<file path="config.mk">
export PLATFORM = sky130hd
export DESIGN_NAME = shifter_operand_gen
export DESIGN_NICKNAME = d
export VERILOG_FILES = /design/src/rtl/shift_pkg.sv /design/src/rtl/shift_amt_decode.sv /design/src/rtl/shifter_operand_gen.sv
export SDC_FILE = /design/constraint.sdc
export NUM_CORES = 1
export LEC_CHECK = 0
export CORE_ASPECT_RATIO = 0.6
export CORE_UTILIZATION = 44
export DETAILED_ROUTE_END_ITERATION = 8
export GPL_TIMING_DRIVEN = 1
export PLACE_DENSITY = 0.8
export SLEW_MARGIN = 20
export SYNTH_ARGS = -nofsm -noshare
export SYNTH_HDL_FRONTEND = slang
export SYNTH_SLANG_ARGS = --single-unit
export TNS_END_PERCENT = 50
</file>
<file path="constraint.sdc">
create_clock -name clk -period 2.88 [get_ports clk]
set_input_delay 0.72 -clock clk [delete_from_list [all_inputs] [get_ports clk]]
set_output_delay 0.72 -clock clk [all_outputs]
set_load 0.02 [all_outputs]
</file>
<file path="src/rtl/shift_pkg.sv">
// Shared constants for the shifter operand generator: shift type codes,
// generator state encodings, packet field widths and the operand form tag.
package shift_pkg;
    localparam int DATA_W   = 32;
    localparam int OFFSET_W = 5;
    localparam int TYPE_W   = 2;
    localparam int OP2_W    = 12;

    localparam logic [1:0] SRTYPE_LSL = 2'b00;
    localparam logic [1:0] SRTYPE_LSR = 2'b01;
    localparam logic [1:0] SRTYPE_ASR = 2'b10;
    localparam logic [1:0] SRTYPE_ROR = 2'b11;

    localparam logic [2:0] ST_IDLE = 3'd0;
    localparam logic [2:0] ST_RM   = 3'd1;
    localparam logic [2:0] ST_RS   = 3'd2;
    localparam logic [2:0] ST_CAP  = 3'd3;
    localparam logic [2:0] ST_OUT  = 3'd4;

    typedef enum logic [1:0] {
        FORM_IMM       = 2'd0,
        FORM_IMM_SHIFT = 2'd1,
        FORM_REG_SHIFT = 2'd2
    } form_e;
endpackage

</file>
<file path="src/rtl/shift_amt_decode.sv">
// Combinational resolution of ARM shift-amount encodings into the 5-bit
// shifter offset plus the bypass / force-zero special cases.
module shift_amt_decode
    import shift_pkg::*;
(
    input  form_e                 form,
    input  logic [TYPE_W-1:0]     s_type,
    input  logic [7:0]            amount,
    input  logic                  cflag,
    input  logic                  rm_msb,
    output logic [OFFSET_W-1:0]   offset,
    output logic                  bypass,
    output logic                  bypass_c,
    output logic                  force_zero
);
    always_comb begin
        offset     = '0;
        bypass     = 1'b0;
        bypass_c   = 1'b0;
        force_zero = 1'b0;
        case (form)
            FORM_IMM: begin
                // amount[3:0] is the rotate field; rotation is by twice its value
                if (amount[3:0] == 4'd0) begin
                    bypass   = 1'b1;
                    bypass_c = cflag;
                end else begin
                    offset = {amount[3:0], 1'b0};
                end
            end
            FORM_IMM_SHIFT: begin
                if (s_type == SRTYPE_LSL && amount[4:0] == 5'd0) begin
                    bypass   = 1'b1;
                    bypass_c = cflag;
                end else begin
                    offset = amount[4:0];
                end
            end
            FORM_REG_SHIFT: begin
                if (amount == 8'd0) begin
                    bypass   = 1'b1;
                    bypass_c = cflag;
                end else begin
                    case (s_type)
                        SRTYPE_LSL, SRTYPE_LSR: begin
                            if (amount > 8'd32) force_zero = 1'b1;
                            else                offset     = amount[4:0];
                        end
                        SRTYPE_ASR: begin
                            // offset 0 makes the shifter perform ASR #32 (sign fill)
                            if (amount < 8'd32) offset = amount[4:0];
                        end
                        default: begin
                            if (amount[4:0] == 5'd0) begin
                                bypass   = 1'b1;
                                bypass_c = rm_msb;
                            end else begin
                                offset = amount[4:0];
                            end
                        end
                    endcase
                end
            end
            default: ;
        endcase
    end
endmodule

</file>
<file path="src/rtl/shifter_operand_gen.sv">
// Sequential operand2 front end for the barrel shifter: fetches Rm/Rs and emits
// one shifter packet. Define SHOPGEN_PIPE_EN to accept a new request in OUT.
module shifter_operand_gen
    import shift_pkg::*;
#(
    parameter int RF_LAT = 1
) (
    input  logic                 clk,
    input  logic                 rst,
    input  logic                 in_valid,
    output logic                 in_ready,
    input  logic                 in_i,
    input  logic [OP2_W-1:0]     in_op2,
    input  logic                 in_cflag,
    output logic                 rf_re,
    output logic [3:0]           rf_addr,
    input  logic [DATA_W-1:0]    rf_rdata,
    output logic                 out_valid,
    input  logic                 out_ready,
    output logic [TYPE_W-1:0]    s_type,
    output logic [OFFSET_W-1:0]  offset,
    output logic [DATA_W-1:0]    op_m,
    output logic                 carry_in,
    output logic                 bypass,
    output logic                 bypass_c,
    output logic                 force_zero
);
    generate
        if (RF_LAT != 1) begin : g_rf_lat_unsupported
            $error("shifter_operand_gen: only RF_LAT=1 is supported");
        end
    endgenerate

    logic [2:0]          state_q, state_d;
    logic [OP2_W-1:0]    op2_q, op2_d;
    logic                cflag_q, cflag_d;
    logic [DATA_W-1:0]   rm_q, rm_d;

    logic [TYPE_W-1:0]   s_type_q, s_type_d;
    logic [OFFSET_W-1:0] offset_q, offset_d;
    logic [DATA_W-1:0]   op_m_q, op_m_d;
    logic                carry_in_q, carry_in_d;
    logic                bypass_q, bypass_d;
    logic                bypass_c_q, bypass_c_d;
    logic                force_zero_q, force_zero_d;

    logic                accept;
    logic                in_cap;
    form_e               dec_form;
    logic [TYPE_W-1:0]   dec_type;
    logic [7:0]          dec_amount;
    logic                dec_cflag;
    logic [OFFSET_W-1:0] dec_offset;
    logic                dec_bypass, dec_bypass_c, dec_force_zero;

`ifdef SHOPGEN_PIPE_EN
    assign in_ready = (state_q == ST_IDLE) || (state_q == ST_OUT && out_ready);
`else
    assign in_ready = (state_q == ST_IDLE);
`endif
    assign accept    = in_valid && in_ready;
    assign in_cap    = (state_q == ST_CAP);
    assign out_valid = (state_q == ST_OUT);
    assign rf_re     = (state_q == ST_RM) || (state_q == ST_RS);
    assign rf_addr   = (state_q == ST_RM) ? op2_q[3:0] :
                       (state_q == ST_RS) ? op2_q[11:8] : 4'd0;

    always_comb begin
        state_d = state_q;
        case (state_q)
            ST_IDLE: if (accept) state_d = in_i ? ST_OUT : ST_RM;
            ST_RM:   state_d = op2_q[4] ? ST_RS : ST_CAP;
            ST_RS:   state_d = ST_CAP;
            ST_CAP:  state_d = ST_OUT;
            ST_OUT: begin
                if (out_ready) begin
                    if (accept) state_d = in_i ? ST_OUT : ST_RM;
                    else        state_d = ST_IDLE;
                end
            end
            default: state_d = ST_IDLE;
        endcase
    end

    always_comb begin
        op2_d   = accept ? in_op2 : op2_q;
        cflag_d = accept ? in_cflag : cflag_q;
        rm_d    = (state_q == ST_RS) ? rf_rdata : rm_q;
    end

    // The single decoder serves immediates at accept time and register forms in CAP.
    always_comb begin
        if (in_cap) begin
            dec_form   = op2_q[4] ? FORM_REG_SHIFT : FORM_IMM_SHIFT;
            dec_type   = op2_q[6:5];
            dec_amount = op2_q[4] ? rf_rdata[7:0] : {3'b000, op2_q[11:7]};
            dec_cflag  = cflag_q;
        end else begin
            dec_form   = FORM_IMM;
            dec_type   = SRTYPE_ROR;
            dec_amount = {4'b0000, in_op2[11:8]};
            dec_cflag  = in_cflag;
        end
    end

    shift_amt_decode u_decode (
        .form       (dec_form),
        .s_type     (dec_type),
        .amount     (dec_amount),
        .cflag      (dec_cflag),
        .rm_msb     (rm_q[31]),
        .offset     (dec_offset),
        .bypass     (dec_bypass),
        .bypass_c   (dec_bypass_c),
        .force_zero (dec_force_zero)
    );

    always_comb begin
        s_type_d     = s_type_q;
        offset_d     = offset_q;
        op_m_d       = op_m_q;
        carry_in_d   = carry_in_q;
        bypass_d     = bypass_q;
        bypass_c_d   = bypass_c_q;
        force_zero_d = force_zero_q;
        if (accept && in_i) begin
            s_type_d     = SRTYPE_ROR;
            offset_d     = dec_offset;
            op_m_d       = {24'd0, in_op2[7:0]};
            carry_in_d   = 1'b0;
            bypass_d     = dec_bypass;
            bypass_c_d   = dec_bypass_c;
            force_zero_d = dec_force_zero;
        end else if (in_cap) begin
            // Register shifts never need an RRX fill, so carry_in only follows C for immediate shifts
            s_type_d     = op2_q[6:5];
            offset_d     = dec_offset;
            op_m_d       = op2_q[4] ? rm_q : rf_rdata;
            carry_in_d   = op2_q[4] ? 1'b0 : cflag_q;
            bypass_d     = dec_bypass;
            bypass_c_d   = dec_bypass_c;
            force_zero_d = dec_force_zero;
        end
    end

    always_ff @(posedge clk) begin
        if (rst) begin
            state_q      <= ST_IDLE;
            s_type_q     <= '0;
            offset_q     <= '0;
            op_m_q       <= '0;
            carry_in_q   <= 1'b0;
            bypass_q     <= 1'b0;
            bypass_c_q   <= 1'b0;
            force_zero_q <= 1'b0;
        end else begin
            state_q      <= state_d;
            s_type_q     <= s_type_d;
            offset_q     <= offset_d;
            op_m_q       <= op_m_d;
            carry_in_q   <= carry_in_d;
            bypass_q     <= bypass_d;
            bypass_c_q   <= bypass_c_d;
            force_zero_q <= force_zero_d;
        end
    end

    always_ff @(posedge clk) begin
        op2_q   <= op2_d;
        cflag_q <= cflag_d;
        rm_q    <= rm_d;
    end

    assign s_type     = s_type_q;
    assign offset     = offset_q;
    assign op_m       = op_m_q;
    assign carry_in   = carry_in_q;
    assign bypass     = bypass_q;
    assign bypass_c   = bypass_c_q;
    assign force_zero = force_zero_q;
endmodule
</file>
# Word level (Yosys, flattened, before mapping)

Cells that the tools add are included.

Latch bits: 0
Memories kept: 0
Output and inout bits: 50
Bits in writable memories: 0
Flip-flop bits (word level): 91
Input bits: 50
Bits in read-only memories: 0

Shifts and indexed selects: 0
Add/subtract/negate cells: 0
Bitwise operators: 0
Multiply operators: 0
Eq/ne operators: 10
$lt $le $gt $ge: 2
Muxes and demuxes: 52
Divide/modulo/power cells: 0
Reductions and logical operators: 15

Operator list:

| kind                                                                   | count |
|---|---|
| 5-bit two-way mux                                                      | 8 |
| 32-bit two-way mux                                                     | 1 |
| 8-bit two-way mux                                                      | 4 |
| 1-bit two-way mux                                                      | 23 |
| 3-bit case mux with 5 select lines                                     | 1 |
| 5-bit case mux with 3 select lines                                     | 1 |
| 3-bit two-way mux                                                      | 4 |
| 2-bit two-way mux                                                      | 5 |
| 5-bit case mux with 2 select lines                                     | 1 |
| 8-bit by 6-bit > comparator with 1-bit output (second input constant)  | 1 |
| 8-bit zero test                                                        | 1 |
| 8-bit by 6-bit < comparator with 1-bit output (second input constant)  | 1 |
| 4-bit two-way mux                                                      | 2 |
| 3-bit by 2-bit equality test with 1-bit output (second input constant) | 2 |
| 1-bit case mux with 3 select lines                                     | 2 |
| 5-bit zero test                                                        | 1 |
| 2-bit by 1-bit equality test with 1-bit output (second input constant) | 2 |
| 2-bit equality test (second input constant)                            | 2 |
| 2-bit zero test                                                        | 2 |
| 4-bit zero test                                                        | 1 |
| 2-bit by 1-bit != test with 1-bit output (second input constant)       | 2 |
| 2-bit OR reduction                                                     | 2 |
| 3-bit by 1-bit equality test with 1-bit output (second input constant) | 1 |
| 3-bit equality test (second input constant)                            | 1 |
| 6 further kinds                                                        | 8 |

# Depth between registers and ports, before layout

Depth in word-level cells: 9
Depth in mapped cells: 7
Depth with buffers taken out: 5

# Hierarchy

From an unflattened synthesis, not the netlist that was laid out.

Cell total of the unflattened synthesis: 365
Area, all modules: 4349.2 um^2

By module, submodules not included:

| module              | area each (um^2) | instances | cells each |
|---|---|---|---|
| shifter_operand_gen | 4102.7           | 1         | 325 |
| shift_amt_decode    | 246.5            | 1         | 40 |

# Least setup slack after synthesis

No wires, ideal clock.

Path type: reg2reg
Start point: register state_q[1]
End point: register rm_q[0], enable pin
Slack: 0.200 ns
Arrival: 2.255 ns
Stages on the path, launching flop included: 4
Path through: dfxtp_1 -> clkbuf_2 -> nor2b_1 -> nor2b_1

Longest elaborated chain between the ends: 1

Ends and longest elaborated chain:

| what                                           | line                       | RTL |
|---|---|---|
| start: declaration                             | shifter_operand_gen.sv:34  | `logic [2:0] state_q, state_d;` |
| start signal: assignment                       | shifter_operand_gen.sv:157 | `state_q <= state_d;` |
| 3-bit by 2-bit equality test with 1-bit output | shifter_operand_gen.sv:88  | `rm_d = (state_q == ST_RS) ? rf_rdata : rm_q;` |
| end signal: assignment                         | shifter_operand_gen.sv:171 | `rm_q <= rm_d;` |
| end: declaration                               | shifter_operand_gen.sv:37  | `logic [DATA_W-1:0] rm_q, rm_d;` |

No other way between the ends.
A chain may end at the register's enable or synchronous reset.

# Final worst setup path

Start point: register state_q[1]
End point: output port rf_addr[1]

Longest elaborated chain between the ends: 3
Elaborated cells between the ends (all ways): 4
Those cells by class: 2 x eq/ne; 2 x mux

Ends and longest elaborated chain:

| what                                           | line                      | RTL |
|---|---|---|
| 3-bit by 2-bit equality test with 1-bit output | shifter_operand_gen.sv:66 | `(state_q == ST_RS) ? op2_q[11:8] : 4'd0;` |
| 4-bit two-way mux                              | shifter_operand_gen.sv:66 |  |
| 4-bit two-way mux *                            | shifter_operand_gen.sv:65 | `assign rf_addr = (state_q == ST_RM) ? op2_q[3:0] :` |
| end: declaration                               | shifter_operand_gen.sv:16 | `output logic [3:0] rf_addr,` |

Mark *: on every way between the ends. The rest lies on a longest branch, timed or not.

==> impl_metrics.tcl <==
set metrics [dict create \
    num_vias 3029 \
    antenna_found_initial 0 \
    switching_share_pct 27.0 \
    syn_area_per_cell_um2 11.8 \
    ys_ff_latch 91 \
    report.final.slew_viol_count 0 \
    final.fill_count 643 \
    final.setup.tns_ns 0 \
    drive_above_1_share_pct 11.1 \
    final_hold_viol_count 0 \
    drcViolationCount 0 \
    max_freq_mhz 359 \
    drt_iter0_drc 375 \
    cts.clk_slew.worst_paths_ns 0.07 \
    wl_per_cell_um 19.2 \
    dp_cells 514 \
    synthFlopType "dfxtp_1" \
    initial_core_util_pct 46.9 \
    hpwl_mm 6.90 \
    crit_chain "nor2b_4 -> a22oi_1 -> nor2_1 -> clkdlybuf4s50_1" \
    antennaDiodeCount 0 \
    setup_viol 0 \
    period_share_pct 96.8 \
    synth_nets 372 \
    grt_pass1_wl_mm 15.6 \
    combPwrFrac_pct 18.1 \
    drtAntennaViolNets 0 \
    fin_cells 530 \
    ios 100 \
    pwr-share-clk_pct 35.1 \
    p_int_mw 2.38 \
    cts_buffers 9 \
    cp_num_buf_inv 1 \
    ir_worst_vdd_mv 0.352 \
    die_h_um 74.1 \
    p_switching_uw 883 \
    skew_ns 0.00718 \
    synth.distinct_cells 48 \
    cts_tree "yes" \
    multi_input_area_um2 1450 \
    mostFrequentLayoutCells "clkdlybuf4s50_1 (99), nor2_1 (47), dfxtp_1 (46), edfxtp_1 (45)" \
    grt_usage_pct 23.6 \
    die-area_um2 9050 \
    place_congestion 0.856 \
    crit_slowest_cell "clkdlybuf4s50_1" \
    vias_per_cell 5.72 \
    p_per_area_nw_per_um2 624 \
    crit_path_start_kind "register" \
    cap_viol_max_count 0 \
    seq_power_share_pct 46.8 \
    period_needed_ns 2.79 \
    portBuffers 99 \
    crit_type "reg2out" \
    critPathMaxStageDelay_ns 0.62 \
    coreArea_um2 8130 \
    globalRouteOverflowTotal 0 \
    htree_levels 3 \
    leakagePower_nw 1.82 \
    tightest_slew_ns 0.667 \
    die_x_um 122 \
    synthesis.area_um2 3810 \
    yosysSeqAreaShare_pct 59.6 \
    drtPass1Iterations 5 \
    fp-row-count 25 \
    status "complete, no violations" \
    synthArstFlopShare_pct 0 \
    cts.sinks 91 \
    fin_nets 467 \
    ys_warn_count 0 \
    crit_family "buffers and inverters" \
    clk_path_buf_depth 2 \
    mostFrequentLayoutCell "clkdlybuf4s50_1" \
    area_growth_pct 37.2 \
    cp-end-kind "primary output" \
    clk_latency_ns 0.34 \
    required_ns 2.16 \
    grt_max_degree 46 \
    relSlewSlack_pct 55.5 \
    seqCellArea_um2 2270 \
    grt_pass1_vias 2928 \
    crit_fanout 9 \
    hold_path.class "reg2reg" \
    clockRootBuffer "clkbuf_16" \
    wl_mm 10.2 \
    crit_arrival_ns 2.07 \
    netlist_instances 322 \
    synth_edf_count 45 \
]
==> timing repair <==
item,CTS,global route
buffers inserted,0,0
hold buffers,0,0
cloned,0,0
endpoints found under the setup margin,4,4
endpoints found under the hold margin,0,0
gates resized for setup,2,2
==> through the flow <==
stage / area (µm²) / power, mW / util, % / worst slack, ns / hold WS, ns
global placement: 4930 / 2.11 / 60.6 / 0.230 / 0.444
global route: 5230 / 3.38 / 64.3 / -0.00662 / 0.518
finish: 5230 / 3.26 / 64.3 / 0.0907 / 0.471
CTS: 5220 / 3.27 / 64.2 / 0.0476 / 0.475
detailed placement: 4930 / 2.13 / 60.6 / 0.169 / 0.465
floorplan: 3810 / 1.86 / - / 0.200 / 0.530
==> logic make-up after synthesis <==
logic type	synth area share, %
AND/OR/NAND/NOR	11.9
flip-flops	59.6
buffers and inverters	3.08
AO/OA/AOI/OAI	15.7
multiplexers	9.75
==> cell usage after synthesis (2+ instances only) <==
cell type	number	area share (%)
a222oi_1	9	2.4
inv_1	3	0.30
nand2_1	16	1.6
o21a_1	3	0.59
a21oi_1	11	1.4
nand3_1	2	0.26
nand2b_1	4	0.66
a311oi_1	2	0.46
o21ai_0	5	0.66
mux2_2	9	2.7
a211oi_1	27	5.3
nor2_1	47	4.6
a31oi_1	2	0.33
a211oi_2	3	0.98
nor3_1	6	0.79
a21o_1	2	0.39
clkbuf_1	11	1.1
dfxtp_1	46	24
nor2b_1	3	0.49
and2_1	2	0.33
a22oi_1	4	0.79
edfxtp_1	45	35
mux2i_1	27	7.1
buf_2	9	1.2
==> routing by layer <==
metal	up-vias	routed length (µm)	GRT usage, %
li1	1419	-	-
met1	1439	4890	34.8
met2	160	4220	32.9
met3	11	946	7.67
met4	0	114	6.78
met5	-	0	0
==> power groups by stage <==
stage | clock, mW | sequential, mW | combinational [mW]
global placement | 0 | 1.55 | 0.568
finish | 1.15 | 1.53 | 0.591
CTS | 1.16 | 1.52 | 0.584
floorplan | 0 | 1.56 | 0.294
global route | 1.21 | 1.54 | 0.632
detailed placement | 0 | 1.55 | 0.577
==> tightest hold or removal path, stage by stage, from the launching register on <==
cell and delay (ns):
dfxtp_1 0.32, nand2_1 0.05, a21oi_1 0.06
==> sequential cells by signal, indices dropped and copies added, names as in the netlist <==
name and flops:
bypass 1, state_q 3, s_type 2, bypass_c 1, carry_in 1, op_m 32
cflag_q 1, op2_q 12, force_zero 1, offset 5, rm_q 32
==> cell type report <==
cell class | instances | area share, %
Clock inverter | 5 | 0.670
Clock buffer | 11 | 4.86
Sequential cell | 91 | 43.4
Multi-Input combinational cell | 205 | 27.7
Timing Repair Buffer | 107 | 20.6
Inverter | 3 | 0.215
Tap cell | 108 | 2.58
==> worst paths after layout <==
kind	slack, ns	from	to	cells after the start
hold reg to reg	0.47	carry_in	carry_in	2
setup / recovery	0.09	state_q[1]	rf_addr[1]	4
hold / removal	0.47	carry_in	carry_in	2
setup reg to reg	0.79	state_q[2]	op_m[11]	4
(Power assumes the default switching activity.)
